$ cat src/rtl/dnnweaver_arb_pkg.sv
// Shared types for the dnnweaver packet arbiter.
// Grant FSM encoding and beat counter sizing.
package dnnweaver_arb_pkg;

  typedef enum logic [1:0] {
    IDLE    = 2'd0,
    GRANT_0 = 2'd1,
    GRANT_1 = 2'd2
  } arb_state_t;

  // One extra bit so MAX_PKT_BEATS-1 always fits without wrap.
  function automatic int cnt_width(input int max_beats);
    return $clog2(max_beats) + 1;
  endfunction

endpackage

$ cat src/rtl/mux_2x1.sv
// Generic 2:1 mux, optionally registered.
// The arbiter uses the combinational flavour.
module mux_2x1 #(
  parameter int    WIDTH      = 16,
  parameter string REGISTERED = "no"
) (
  input  logic             clk,
  input  logic             reset,
  input  logic             sel,
  input  logic [WIDTH-1:0] in_0,
  input  logic [WIDTH-1:0] in_1,
  output logic [WIDTH-1:0] out
);

  if (REGISTERED == "yes") begin : g_reg
    logic [WIDTH-1:0] out_q;
    logic [WIDTH-1:0] out_d;

    // Select the active input for the register.
    always_comb begin
      out_d = sel ? in_1 : in_0;
    end

    // Capture the selected input.
    always_ff @(posedge clk) begin
      if (reset) out_q <= '0;
      else       out_q <= out_d;
    end

    assign out = out_q;
  end else begin : g_comb
    logic unused_clk_rst;
    assign unused_clk_rst = clk ^ reset;
    assign out = sel ? in_1 : in_0;
  end

endmodule

$ cat src/rtl/mux_2x1_arbiter.sv
// Round-robin packet-locked 2:1 stream arbiter.
// Grant held per packet; single registered output stage.
module mux_2x1_arbiter #(
  parameter int DATA_WIDTH    = 16,
  parameter int MAX_PKT_BEATS = 256
) (
  input  logic                  clk,
  input  logic                  reset,
  input  logic                  in_valid_0,
  input  logic [DATA_WIDTH-1:0] in_data_0,
  input  logic                  in_last_0,
  output logic                  in_ready_0,
  input  logic                  in_valid_1,
  input  logic [DATA_WIDTH-1:0] in_data_1,
  input  logic                  in_last_1,
  output logic                  in_ready_1,
  output logic                  out_valid,
  output logic [DATA_WIDTH-1:0] out_data,
  output logic                  out_last,
  input  logic                  out_ready,
  output logic                  sel,
  output logic                  busy,
  output logic                  pkt_err
);

  import dnnweaver_arb_pkg::*;

  localparam int CW = cnt_width(MAX_PKT_BEATS);
  localparam logic [CW-1:0] CNT_LIM = CW'(MAX_PKT_BEATS - 1);

  arb_state_t state_q, state_d;
  logic rr_last_q, rr_last_d;
  logic [CW-1:0] cnt_q, cnt_d;
  logic out_valid_q, out_valid_d;
  logic [DATA_WIDTH-1:0] out_data_q, out_data_d;
  logic out_last_q, out_last_d;
  logic pkt_err_q, pkt_err_d;

  logic sel_s;
  logic adv;
  logic acc;
  logic ovf;
  logic eop;
  logic [DATA_WIDTH:0] mux_out;
  logic mux_last;
  logic [DATA_WIDTH-1:0] mux_data;

  assign sel_s    = (state_q == GRANT_1);
  assign adv      = !out_valid_q || out_ready;
  assign mux_last = mux_out[DATA_WIDTH];
  assign mux_data = mux_out[DATA_WIDTH-1:0];

  mux_2x1 #(
    .WIDTH(DATA_WIDTH + 1),
    .REGISTERED("no")
  ) u_mux (
    .clk  (clk),
    .reset(reset),
    .sel  (sel_s),
    .in_0 ({in_last_0, in_data_0}),
    .in_1 ({in_last_1, in_data_1}),
    .out  (mux_out)
  );

  // Beat acceptance, overlength detection and end-of-packet.
  always_comb begin
    acc = sel_s ? (in_valid_1 && in_ready_1)
                : (in_valid_0 && in_ready_0);
    ovf = acc && !mux_last && (cnt_q == CNT_LIM);
    eop = acc && (mux_last || ovf);
  end

  // State register and datapath flops.
  always_ff @(posedge clk) begin
    if (reset) begin
      state_q     <= IDLE;
      rr_last_q   <= 1'b1;
      cnt_q       <= '0;
      out_valid_q <= 1'b0;
      out_data_q  <= '0;
      out_last_q  <= 1'b0;
      pkt_err_q   <= 1'b0;
    end else begin
      state_q     <= state_d;
      rr_last_q   <= rr_last_d;
      cnt_q       <= cnt_d;
      out_valid_q <= out_valid_d;
      out_data_q  <= out_data_d;
      out_last_q  <= out_last_d;
      pkt_err_q   <= pkt_err_d;
    end
  end

  // Next grant: arbitrate in IDLE, hand over at end of packet.
  always_comb begin
    state_d = state_q;
    unique case (state_q)
      IDLE: begin
        if (in_valid_0 && in_valid_1)
          state_d = rr_last_q ? GRANT_0 : GRANT_1;
        else if (in_valid_0)
          state_d = GRANT_0;
        else if (in_valid_1)
          state_d = GRANT_1;
      end
      GRANT_0: begin
        if (eop) state_d = in_valid_1 ? GRANT_1 : IDLE;
      end
      GRANT_1: begin
        if (eop) state_d = in_valid_0 ? GRANT_0 : IDLE;
      end
      default: state_d = IDLE;
    endcase
  end

  // Output stage, beat counter, round-robin and error tracking.
  always_comb begin
    rr_last_d   = rr_last_q;
    cnt_d       = cnt_q;
    out_valid_d = out_valid_q;
    out_data_d  = out_data_q;
    out_last_d  = out_last_q;
    pkt_err_d   = pkt_err_q | ovf;
    if (acc) begin
      out_valid_d = 1'b1;
      out_data_d  = mux_data;
      out_last_d  = mux_last || ovf;
      cnt_d       = eop ? '0 : cnt_q + 1'b1;
      if (eop) rr_last_d = sel_s;
    end else if (out_valid_q && out_ready) begin
      out_valid_d = 1'b0;
    end
  end

  // Port outputs decoded from the registered state.
  always_comb begin
    in_ready_0 = (state_q == GRANT_0) && adv;
    in_ready_1 = (state_q == GRANT_1) && adv;
    sel        = sel_s;
    busy       = (state_q != IDLE);
    out_valid  = out_valid_q;
    out_data   = out_data_q;
    out_last   = out_last_q;
    pkt_err    = pkt_err_q;
  end

endmodule

$ cat config.mk
export PLATFORM = sky130hd
export DESIGN_NAME = mux_2x1_arbiter
export DESIGN_NICKNAME = d
export VERILOG_FILES = /design/src/rtl/dnnweaver_arb_pkg.sv /design/src/rtl/mux_2x1.sv /design/src/rtl/mux_2x1_arbiter.sv
export SDC_FILE = /design/constraint.sdc
export NUM_CORES = 1
export LEC_CHECK = 0
export CAP_MARGIN = 20
export CELL_PAD_IN_SITES_DETAIL_PLACEMENT = 0
export CELL_PAD_IN_SITES_GLOBAL_PLACEMENT = 1
export CORE_MARGIN = 8
export CORE_UTILIZATION = 27
export DETAILED_ROUTE_END_ITERATION = 7
export GPL_TIMING_DRIVEN = 0
export PLACE_DENSITY_LB_ADDON = 0.1
export SLEW_MARGIN = 20
export SYNTH_ARGS = -nofsm -noshare
export SYNTH_HDL_FRONTEND = slang
export SYNTH_SLANG_ARGS = --single-unit
export TNS_END_PERCENT = 50
$ cat constraint.sdc
create_clock -name clk -period 1.7 [get_ports clk]
set_clock_uncertainty 0.05 [all_clocks]
set_input_delay 0.17 -clock clk [delete_from_list [all_inputs] [get_ports clk]]
set_output_delay 0.17 -clock clk [all_outputs]
set_load 0.02 [all_outputs]
==> metrics.md <==
| Metric | Value |
|---|---|
| Outcome | complete, but fails checks |
| Failing checks | negative setup slack |
| Number of enable flip-flop cells after synthesis | 0 |
| Critical-path top delay cell | dfxtp_4 |
| Total of max-cap violations | 0 |
| Fin crit period | 1.87 ns |
| Worst Hold Class | in2reg |
| Worst rel slew slack | 62.4% |
| # fillers | 548 |
| RR Startpoint | cnt_q[0]$_SDFFE_PP0P_ |
| RSZ-0062 raised after global routing | yes |
| DPL Wire Length | between 3 and 4 mm |
| CP peak stage delay | 0.35 ns |
| Root buffer cell | clkbuf_8 |
| CP Cell Sequence | ha_4, nand3_2, nor2_2, ha_2, buf_4, buf_6, a211oi_4, buf_12, buf_4, nand3_2, a21oi_2 |
| Fmax | between 0.5 and 0.6 GHz |
| Worst-skew pair later-pin latency | 0.28 ns |
| Final ANT Viol Nets | 0 |
| Via count | 1643 |
| Synth warnings | 0 |
| Slew Viols, Final | 0 |
| Final setup viols | 11 |
| CP arrival | 2.03 ns |
| Hold Fails Final Rpt | 0 |
| Cells after synthesis | 185 |
| Hold buffers post-CTS | 0 |
| Synth area leader | dfxtp_1 |
| Cell variety after synth | 38 |
| Vias per std cell | 4.92 |
| Grt ovf | 0 |
| Layout Cells excl Fill | 334 |
| Die width | 90.1 um |
| Layout cells sized above 1 | a little under a quarter |
| CP startpoint kind | flip-flop |
| All-Layer GR Usage | between 10% and 20% |
| TritonCTS Buffers | 5 |
| Drt drc | 0 |
| Pre-antenna DRT Iters | 4 |
| Primary FF master, synth | dfxtp_1 |
| Synth top area share | 41.9% |
| DR WL/cell | 14.9 um |
| Die Footprint | 8110 sq um |
| Initial DRC count | 40 |
| Placed cell count | between 300 and 400 |
| Final WS setup | -0.171 ns |
| Cell row count | 27 |
| Area delta synth->final | 69.6% |
| Fin crit share | 110% |
| Least-Margin Pin Slew | 0.564 ns |
| Async set or reset register ratio after synthesis | 0% |
| Net Count, Synth | 226 |
| Static Leakage | between 0.8 and 0.9 nW |
| Crit path from | cnt_q[0]$_SDFFE_PP0P_ |
| First-pass GRT wire length | 8.26 mm |
| I/O Pins | just over 60 |
| Req. time, crit path | 1.86 ns |
| CP max FO | 8 |
| DRT Wirelength | 4.98 mm |
| #FFs+latches synth | 31 |
| Worst setup EP type | flip-flop |
| ANT cells | 0 |
| Vias in the first global route | about 1700 |
| Clk sink count | 31 |
| Clk slew on worst S/H paths | 0.06 ns |
| I/O Buffers | 61 |
| Initial antenna violation count | 0 |
| Top-count cell post-synth | nand2_1 |
| Peak supply drop | 319 uV |
| Area of the multi-input gates | 895 sq um |
| Synth Area per Inst | 8.01 sq um |
| TritonCTS clock tree | done |
| Commonest cells post-synth | 40 x nand2_1, 31 x dfxtp_1, 23 x nor2_1, 16 x a311oi_1, 11 x nand3_1 |
| Max Root-Sink Buffers | 2 |
| Cell Pwr Density | 861 nW/um^2 |
| Starting density of the core | approximately 27% |
| Synth Cell Area | 1480 sq um |
| GPL Wtd Cong | 0.733 |
| Nets | slightly above 300 |
| Hold Crit Start | in_data_1[5] |
| Critical path class | reg2reg |
| Top cells by area, synth | dfxtp_1 42%, nand2_1 10%, a311oi_1 9.5% |
| CTS H-Tree Depth | 2 |
| Largest net degree at the start of global routing | 18 |
| Tot Pwr | 0.00216 W |
| Core area | 5410 sq um |
| Seq/Total Area, Yosys | roughly two fifths |
| Die Y-Extent | about 90 um |
| Storage cell area | 636 sq um |
[final timing paths]
| check | endpoint | slack, ns | cells past startpoint |
|---|---|---|---|
| setup / recovery | cnt_q[1]$_SDFFE_PP0P_ | -0.17 | 11 |
| hold / removal | out_data[5]$_SDFFE_PP0P_ | 0.41 | 3 |
| setup reg to reg | cnt_q[1]$_SDFFE_PP0P_ | -0.17 | 11 |
| hold reg to reg | cnt_q[8]$_SDFFE_PP0P_ | 0.42 | 2 |
[per-stage QoR]
stage          TNS (ns)  worst slack (ns)  utilization, %  hold slack, ns  area (sq um)
6_report          -1.02            -0.171            46.5           0.409          2510
5_1_grt           -1.79            -0.243            46.5           0.411          2510
4_1_cts          -0.447            -0.179            44.8           0.397          2420
3_5_place_dp      -8.35            -0.618            40.8           0.397          2200
3_3_place_gp      -8.98            -0.602            40.8           0.393          2200
2_1_floorplan    -0.126           -0.0865               -           0.256          1500
[metal layers]
layer | part of all wire [%] | global-route usage, % | routed length, um
met1 | 44 | 14.8 | 2170
met4 | 0.92 | 3.74 | 46
met2 | 48 | 19.8 | 2410
met3 | 7.0 | 4.99 | 349
met5 | 0 | 0 | 0
[where the power goes]
part           internal [W]  switching (W)
combinational      0.000340       0.000346
clock              0.000369       0.000270
sequential         0.000793      0.0000446
total               0.00150       0.000661
[final cells by class]
type,count,share of cell area [%]
Buffer,10,3.34
Clock buffer,8,3.98
Inverter,4,0.797
Multi-Input combinational cell,139,35.6
Sequential cell,31,25.3
Tap cell,72,3.59
Timing Repair Buffer,70,27.4
[cell families (layout without fill, tap and decap cells)]
logic type / after synthesis / in the layout / synth area share (%)
simple gates: 93 / 93 / 28.5
compound gates: 44 / 44 / 22.8
flops: 31 / 31 / 41.9
buf+inv: 15 / 92 / 5.15
fa+ha+maj: 2 / 2 / 1.69
[registers in the layout, indices dropped and copies added (netlist names)]
| register | cells |
|---|---|
| cnt_q | 9 |
| out_data | 16 |
| out_last | 1 |
| out_valid | 1 |
| pkt_err | 1 |
| rr_last_q | 1 |
| state_q | 2 |
[cell usage in the layout, fill, tap and decap left out, types with 4 or more instances in the layout]
cell,synthesis,routed
clkdlybuf4s50_1,0,57
nand2_1,40,39
dfxtp_1,31,23
nor2_1,23,20
a311oi_1,16,16
buf_4,0,9
clkbuf_8,1,8
nand3_1,11,6
dfxtp_2,0,6
a21oi_2,0,5
nand3_2,0,4
[worst max-delay path, delay by kind of cell (launching register included)]
family          cells  cell delay [ns]
flops               1             0.35
compound gates      2             0.35
fa+ha+maj           2             0.34
buf+inv             4             0.53
simple gates        3             0.18
[what timing repair did]
action | in CTS | in global routing
resized for setup | 33 | 25
pin swaps | 9 | 9
buffers inserted | 6 | 3
endpoints found under the setup margin | 33 | 23
Power figures use the tool's default switching activity.
